## src/rtl/cmd_queue_pkg.sv

```systemverilog
// rtl/cmd_queue_pkg.sv - shared command types used by the queue, issuer and loader
package cmd_queue_pkg;

    localparam int PROC_COUNT = 4;
    localparam int BUS_W      = 16;

    typedef enum logic [3:0] {
        INSTR_NOP   = 4'h0,
        INSTR_READ  = 4'h1,
        INSTR_WRITE = 4'h2,
        INSTR_ERASE = 4'h3
    } instr_t;

    typedef logic [BUS_W-1:0] addr_t;

    typedef struct packed {
        instr_t                          instr;
        logic [$clog2(PROC_COUNT)-1:0]   proc_id;
        addr_t                           addr;
    } cmd_t;

endpackage

```

## src/rtl/cmd_queue.sv

```systemverilog
// rtl/cmd_queue.sv - first-word-fall-through command FIFO feeding the issuer
module cmd_queue
    import cmd_queue_pkg::*;
#(
    parameter int DEPTH = 8
) (
    input  logic                         i_clk,
    input  logic                         i_rstn,
    input  logic                         i_push,
    input  logic [$bits(cmd_t)-1:0]      i_cmd,
    output logic                         o_full,
    input  logic                         i_rd_queue,
    output logic [$bits(cmd_t)-1:0]      o_cmd,
    output logic                         o_empty,
    input  logic                         i_flush,
    output logic [$clog2(DEPTH+1)-1:0]   o_count,
    output logic                         o_overflow,
    output logic                         o_underflow
);

    localparam int W  = $bits(cmd_t);
    localparam int AW = $clog2(DEPTH);
    localparam int CW = $clog2(DEPTH+1);

    logic [W-1:0]  mem [DEPTH];
    logic [AW-1:0] wr_ptr;
    logic [AW-1:0] rd_ptr;
    logic [CW-1:0] count;
    logic          overflow;
    logic          underflow;
    logic          pop_ok;
    logic          push_ok;

    assign o_empty     = (count == '0);
    assign o_full      = (count == CW'(DEPTH));
    assign o_count     = count;
    assign o_cmd       = mem[rd_ptr];
    assign o_overflow  = overflow;
    assign o_underflow = underflow;

    // A pop frees the slot this cycle, so a full queue may still accept a push.
    assign pop_ok  = i_rd_queue && !o_empty;
    assign push_ok = i_push && (!o_full || pop_ok);

    always_ff @(posedge i_clk) begin
        if (push_ok && !i_flush) begin
            mem[wr_ptr] <= i_cmd;
        end
    end

    always_ff @(posedge i_clk or negedge i_rstn) begin
        if (!i_rstn) begin
            wr_ptr    <= '0;
            rd_ptr    <= '0;
            count     <= '0;
            overflow  <= 1'b0;
            underflow <= 1'b0;
        end else if (i_flush) begin
            wr_ptr    <= '0;
            rd_ptr    <= '0;
            count     <= '0;
            overflow  <= 1'b0;
            underflow <= 1'b0;
        end else begin
            if (push_ok) begin
                wr_ptr <= wr_ptr + AW'(1);
            end
            if (pop_ok) begin
                rd_ptr <= rd_ptr + AW'(1);
            end
            case ({push_ok, pop_ok})
                2'b10:   count <= count + CW'(1);
                2'b01:   count <= count - CW'(1);
                default: count <= count;
            endcase
            if (i_push && !push_ok) begin
                overflow <= 1'b1;
            end
            if (i_rd_queue && o_empty) begin
                underflow <= 1'b1;
            end
        end
    end

endmodule

```

## config.mk

```make
export PLATFORM = sky130hd
export DESIGN_NAME = cmd_queue
export DESIGN_NICKNAME = d
export VERILOG_FILES = /design/src/rtl/cmd_queue_pkg.sv /design/src/rtl/cmd_queue.sv
export SDC_FILE = /design/constraint.sdc
export NUM_CORES = 1
export LEC_CHECK = 0
export ABC_AREA = 0
export CORE_ASPECT_RATIO = 1.5
export CORE_MARGIN = 4
export CORE_UTILIZATION = 35
export CTS_BUF_LIST = sky130_fd_sc_hd__clkbuf_8 sky130_fd_sc_hd__clkbuf_16
export CTS_CLUSTER_SIZE = 16
export DETAILED_ROUTE_END_ITERATION = 16
export GPL_TIMING_DRIVEN = 1
export HOLD_SLACK_MARGIN = 0.06
export PLACE_DENSITY_LB_ADDON = 0.1
export SKIP_LAST_GASP = 1
export SLEW_MARGIN = 20
export SYNTH_ARGS = -nofsm -noshare
export SYNTH_HDL_FRONTEND = slang
export SYNTH_SLANG_ARGS = --single-unit
```

## constraint.sdc

```tcl
create_clock -name i_clk -period 3.3 [get_ports i_clk]
set_input_delay 0.33 -clock i_clk [delete_from_list [all_inputs] [get_ports i_clk]]
set_output_delay 0.33 -clock i_clk [all_outputs]
set_load 0.1 [all_outputs]
```

==> results.py, run 1 <==
metrics = {
    "logic_synthesis": {
        "seq_area_frac_synth_pct": 76.1,
        "synth_top_family_by_area": "multiplexers",
        "syn_nets": 368,
        "synth.distinct_cells": 31,
        "synth_area_leaders": "edfxtp_1 72%, mux4_2 13%, dfrtp_1 4.1%, mux2_2 3.4%, nor2_1 0.92%",
        "avgSynthCellArea_um2": 21.9,
        "synth_adder_area_share_pct": 0.954,
        "synth-simple-area-share_pct": 2.50,
        "synth-seq-cells": 188,
        "synth_largest_area_cell": "edfxtp_1",
        "synthXorXnorAreaFrac_pct": 0.716,
        "synth_top_cell_area_share_pct": 72.0,
        "synth_area_um2": 7340,
        "synthCells": 336,
        "synthMuxAreaShare_pct": 17.4,
        "yosysWarnings": 0,
        "synth-compound-area-share_pct": 1.35,
    },
    "setup_path": {
        "cp-end-kind": "primary output",
        "crit_type": "flop to primary output",
        "ff2ff_path_depth": 8,
        "worstPathRequired_ns": 2.97,
        "reg2reg_from": "o_count[1]$_DFFE_PN0P_",
        "r2r_slack_ns": 0.77,
        "reg2reg_to": "o_count[3]$_DFFE_PN0P_",
        "arrival_ns": 2.45,
        "worstPathMaxFanout": 20,
        "critPathLaunchType": "flop",
    },
    "sta": {
        "finClkSkew_ns": 0.0111,
        "rsz0062_at_grt": "false",
        "worstMarginPinSlew_ns": 0.991,
        "period_needed_ns": 2.78,
        "fin_ws_ns": 0.516,
        "hold_viol_final": 0,
        "period_share_pct": 84.4,
        "fmax_ghz": 0.359,
        "slew_headroom_pct": 33.7,
        "setup_viol": 0,
        "slew_violations": 0,
    },
    "global_route": {
        "grt_pass1_vias": 3869,
        "grtUsageMet1_pct": 16.6,
        "grtUsageTotal_pct": 13.3,
        "busiest_layer": "met2",
        "antenna_found_initial": 1,
        "global_route.usage.met3_pct": 3.03,
        "gr-total-overflow": 0,
        "grt_pass1_wl_um": 23300,
        "grtUsageMet2_pct": 23.1,
        "grt_max_degree": 34,
    },
    "routing": {
        "vias": 3484,
        "antenna_left": 0,
        "routedWlPerCell_um": 21.2,
        "detail_route.iter0.violations": 267,
        "drt_first_pass_iters": 6,
        "drc": 0,
        "routed_wl_um": 14600,
        "vias_per_cell": 5.07,
    },
    "layout": {
        "syn_to_final_growth_pct": 21.1,
        "drive_above_1_share_pct": 35.7,
        "finish.utilization_pct": 43.4,
        "diodes": 0,
        "nets": 443,
    },
    "die": {
        "fp-row-count": 64,
        "die_area_um2": 23400,
        "fp.dieH_um": 185,
        "start_util_pct": 35.8,
        "io_pins": 57,
        "core_region_area_um2": 20500,
        "die_w_um": 126,
    },
    "flow_run": {
        "maxCapViolCount": 0,
    },
    "status": {
        "status": "complete, no violations",
    },
    "place": {
        "pre_cts_ws_ns": 0.648,
        "port_buffers": 56,
        "place_congestion": 0.780,
        "dp_hpwl_um": 8520,
    },
    "clock_tree": {
        "numCtsBuffers": 17,
        "tritoncts": "built",
        "cts.sinks": 188,
        "cts.clk_slew.worst_paths_ns": 0.07,
        "clock-root-buffer": "clkbuf_16",
        "post_cts_resized": 0,
        "post_cts_buffers": 0,
        "postCtsHoldBufs": 0,
        "clk_latency_ns": 0.42,
        "clk_path_buf_depth": 2,
        "h-tree-depth": 4,
    },
    "power_and_ir_drop": {
        "power_density_nw_per_um2": 735,
        "p_leak_nw": 2.86,
        "ir_worst_vdd_mv": 0.704,
    },
    "min_path": {
        "hold_class": "input pin to asynchronous set/reset pin",
    },
}
[how the worst max path moves through the flow]
| stage | from | end | slack [ns] | cells after the start |
|---|---|---|---|---|
| finish | rd_ptr[0]$_DFFE_PN0P_ | o_cmd[13] | 0.52 | 4 |
| global route | rd_ptr[0]$_DFFE_PN0P_ | o_cmd[13] | 0.35 | 4 |
| CTS | rd_ptr[0]$_DFFE_PN0P_ | o_cmd[13] | 0.42 | 4 |
| detailed placement | i_rd_queue | o_count[3]$_DFFE_PN0P_ | 0.65 | 8 |
| global placement | i_rd_queue | o_count[3]$_DFFE_PN0P_ | 0.70 | 8 |
| floorplan | o_count[0]$_DFFE_PN0P_ | mem[4][0]$_DFFE_PP_ | -0.20 | 3 |
[report_power, final]
part / internal (W) / total [W] / switching (W)
sequential: 0.00268 / 0.00279 / 0.000102
combinational: 0.000588 / 0.00185 / 0.00126
clock: 0.000991 / 0.00190 / 0.000913
total: 0.00426 / 0.00654 / 0.00227
[registers in the layout, indices dropped and copies added (netlist names)]
| signal | count |
|---|---|
| o_count | 4 |
| rd_ptr | 3 |
| wr_ptr | 3 |
| o_underflow | 1 |
| o_overflow | 1 |
| mem | 176 |
[cells by family after synthesis]
kind of cell,after synthesis
XOR/XNOR,6
multiplexers,70
buffers and inverters,18
adder cells (fa/ha/maj),5
AND/OR/NAND/NOR,36
flip-flops,188
AO/OA/AOI/OAI,13
[metrics by stage]
stage	TNS, ns	instances	power (W)	hold WS (ns)	instance area, µm²
2_1_floorplan	-13.08	336	0.00427	0.0344	7360
6_report	0	687	0.00654	0.295	8900
4_1_cts	0	687	0.00663	0.298	8900
3_3_place_gp	0	656	0.00471	0.493	8340
5_1_grt	0	687	0.00683	0.317	8900
3_5_place_dp	0	656	0.00472	0.499	8340
[layout by cell type, fill, tap and decap left out, types with 2 or more instances in the layout]
cell type,n
mux4_2,44
mux2_2,22
inv_1,3
dfrtp_1,10
xor2_1,6
clkinv_4,3
dfrtp_2,2
o211ai_1,3
clkinvlp_4,2
a31oi_1,2
nor3_2,3
nand3_1,2
buf_4,34
nor2_2,3
nor2_1,15
ha_1,4
inv_8,2
nor2b_1,2
buf_12,5
nand2_1,3
mux2i_1,4
a21oi_1,2
inv_6,5
clkbuf_16,17
clkdlybuf4s50_1,32
edfxtp_1,176
[final cells by class]
type	instances	area, µm²
Tap cell	264	330
Sequential cell	188	5590
Clock buffer	17	425
Clock inverter	14	129
Inverter	3	11.3
Timing Repair Buffer	71	676
Multi-Input combinational cell	130	1740
Fill cell	1831	11600
[critical path: stages (launching register included)]
cell	delay [ns]
dfrtp_2	0.69
buf_12	0.26
mux4_2	0.52
mux2_2	0.29
buf_4	0.24
[layer usage]
metal  vias up  wire (µm)
li1       1544          -
met1      1863       6130
met2        63       7730
met4         2        158
met5         -         11
met3        12        537
[cell usage after synthesis]
cell      instances
a211oi_1          1
a21oi_1           2
a31oi_1           2
a32oi_2           1
buf_2             5
clkbuf_1         10
dfrtp_1          12
edfxtp_1        176
fa_1              1
ha_1              4
inv_1             3
mux2_2           22
mux2i_1           4
mux4_2           44
nand2_1           3
nand3_1           2
nand3b_1          1
nor2_1           18
nor2b_1           2
nor3_1            4
nor4_1            2
nor4b_1           1
o211ai_1          3
o21ai_0           1
o21ai_2           1
o311ai_0          1
o31ai_1           1
or3b_2            1
or4_4             1
or4b_4            1
xor2_1            6
Power figures use the tool's default switching activity.
==> run 2: changes to the inputs <==
==> constraint.sdc (replaced) <==
create_clock -name i_clk -period 2.5 [get_ports i_clk]
set_input_delay 0.25 -clock i_clk [delete_from_list [all_inputs] [get_ports i_clk]]
set_output_delay 0.25 -clock i_clk [all_outputs]
set_load 0.1 [all_outputs]
==> run 2 against run 1 <==
Clock skew shrank 0.0018 ns. Design area increased by 5.5%. Count of clock-buffer cells in the layout did not move. Critical endpoint is now o_cmd[20]. Final cell count up 2.3%. Sequential share of layout area down 3.2 points. Clock power increased by 38%. Via count rose by 1.7%. Critical path depth did not move. Total power rose by 40%. Setup slack worse by 0.40 ns. Wire length rose by 2.1%. Register-to-register slack lost 0.60 ns.
==> results.py, run 2 (same netlist as run 1, synthesis figures left out) <==
metrics = {
    "power_and_ir_drop": {
        "ir_worst_vdd_mv": 1.26,
        "p_leak_nw": 3.07,
        "finalPower_w": 0.00918,
        "power_density_nw_per_um2": 979,
    },
    "place": {
        "place_congestion": 0.726,
        "port_buffers": 56,
        "dp_hpwl_um": 9230,
    },
    "layout": {
        "diodes": 0,
        "fill_cells": 1783,
        "multi_input_area_um2": 1760,
        "layout_commonest_cell": "edfxtp_1",
        "register_area_um2": 5600,
        "nets": 458,
        "largest_register_ffs": 176,
        "syn_to_final_growth_pct": 27.8,
        "largest_register": "mem",
        "layout_common_cells": "176 x edfxtp_1, 44 x mux4_2, 31 x buf_12, 27 x buf_4, 26 x clkdlybuf4s50_1",
        "finish.utilization_pct": 45.8,
        "drive_above_1_share_pct": 39.4,
    },
    "setup_path": {
        "endpoint": "o_cmd[20]",
        "critPathLaunchType": "flop",
        "worstPathRequired_ns": 2.25,
        "crit_type": "flop to primary output",
        "crit_start": "rd_ptr[0]$_DFFE_PN0P_",
        "r2r_slack_ns": 0.17,
        "reg2reg_from": "o_count[0]$_DFFE_PN0P_",
        "ff2ff_path_depth": 6,
        "worstPathMaxFanout": 17,
        "arrival_ns": 2.14,
        "reg2reg_to": "mem[5][13]$_DFFE_PP_",
        "cp-end-kind": "primary output",
    },
    "sta": {
        "rsz0062_at_grt": "false",
        "finClkSkew_ns": 0.00928,
        "setup_viol": 0,
        "period_needed_ns": 2.39,
        "hold_viol_final": 0,
        "slew_headroom_pct": 39.8,
        "fmax_ghz": 0.419,
        "worstMarginPinSlew_ns": 0.900,
        "hold_ws_ns": 0.213,
        "period_share_pct": 95.5,
        "slew_violations": 0,
    },
    "clock_tree": {
        "clk_latency_ns": 0.43,
        "cts.sinks": 188,
        "h-tree-depth": 4,
        "clock-root-buffer": "clkbuf_16",
        "cts.clk_slew.worst_paths_ns": 0.07,
        "clk_path_buf_depth": 2,
        "tritoncts": "built",
        "post_cts_buffers": 0,
        "numCtsBuffers": 17,
    },
    "die": {
        "core_region_area_um2": 20500,
        "die_w_um": 126,
        "fp-row-count": 64,
        "die_area_um2": 23400,
        "start_util_pct": 35.8,
        "io_pins": 57,
        "fp.dieH_um": 185,
    },
    "global_route": {
        "grt_max_degree": 30,
        "grt_pass1_wl_um": 23100,
        "gr-total-overflow": 0,
        "antenna_found_initial": 0,
        "grt_pass1_vias": 3952,
        "grtUsageTotal_pct": 13.3,
    },
    "status": {
        "status": "complete, no violations",
    },
    "routing": {
        "drc": 0,
        "drt_first_pass_iters": 4,
        "routedWlPerCell_um": 21.2,
        "vias_per_cell": 5.04,
        "routed_wl_um": 14900,
        "antenna_left": 0,
        "vias": 3543,
        "detail_route.iter0.violations": 308,
    },
    "flow_run": {
        "maxCapViolCount": 0,
    },
    "min_path": {
        "hold_class": "input pin to asynchronous set/reset pin",
    },
}
[run 2: final cells by class]
class	count	share of cell area, %
Multi-Input combinational cell	130	18.8
Tap cell	264	3.52
Clock inverter	15	1.57
Sequential cell	188	59.7
Clock buffer	17	4.53
Timing Repair Buffer	86	11.8
Inverter	3	0.120
[run 2: report_power, final]
| group | switching (W) | internal, W |
|---|---|---|
| clock network | 0.00114 | 0.00147 |
| registers | 0.0000751 | 0.00356 |
| logic | 0.00181 | 0.00112 |
| total | 0.00303 | 0.00615 |
[run 2: worst min path at each step]
| stage | startpoint | end | slack, ns |
|---|---|---|---|
| 5_1_grt | i_rstn | o_count[0]$_DFFE_PN0P_ | 0.24 |
| 3_5_place_dp | o_overflow$_DFFE_PN0P_ | o_overflow$_DFFE_PN0P_ | 0.51 |
| 3_3_place_gp | o_overflow$_DFFE_PN0P_ | o_overflow$_DFFE_PN0P_ | 0.50 |
| 2_1_floorplan | i_rstn | o_count[2]$_DFFE_PN0P_ | -0.05 |
| 4_1_cts | i_rstn | o_count[0]$_DFFE_PN0P_ | 0.22 |
| 6_report | i_rstn | o_count[0]$_DFFE_PN0P_ | 0.21 |
[run 2: per-stage QoR]
| stage | cells | area [µm²] | setup WS (ns) | TNS (ns) |
|---|---|---|---|---|
| after floorplan | 336 | 7420 | 0.00558 | 0 |
| after global placement | 670 | 8790 | -0.157 | -1.46 |
| after detailed placement | 670 | 8790 | -0.222 | -2.44 |
| after CTS | 702 | 9360 | 0.0302 | 0 |
| after global routing | 703 | 9380 | 0.0262 | 0 |
| final | 703 | 9380 | 0.113 | 0 |
[run 2: timing repair]
action	in CTS	in global routing
pin swaps	0	1
gates resized for setup	1	1
hold buffers	0	0
setup endpoints to repair	5	1
[run 2: worst max-delay path: stages (launching register included)]
cell,delay (ns)
dfrtp_2,0.39
buf_6,0.26
mux4_2,0.55
mux2_2,0.32
buf_12,0.18
[run 2: per-layer routing]
metal	GRT usage (%)	vias to the layer above	wire, µm
met5	0	-	0
met4	4.38	0	175
met3	2.97	14	450
met2	24.2	67	8100
met1	15.7	1884	6150
li1	-	1578	-
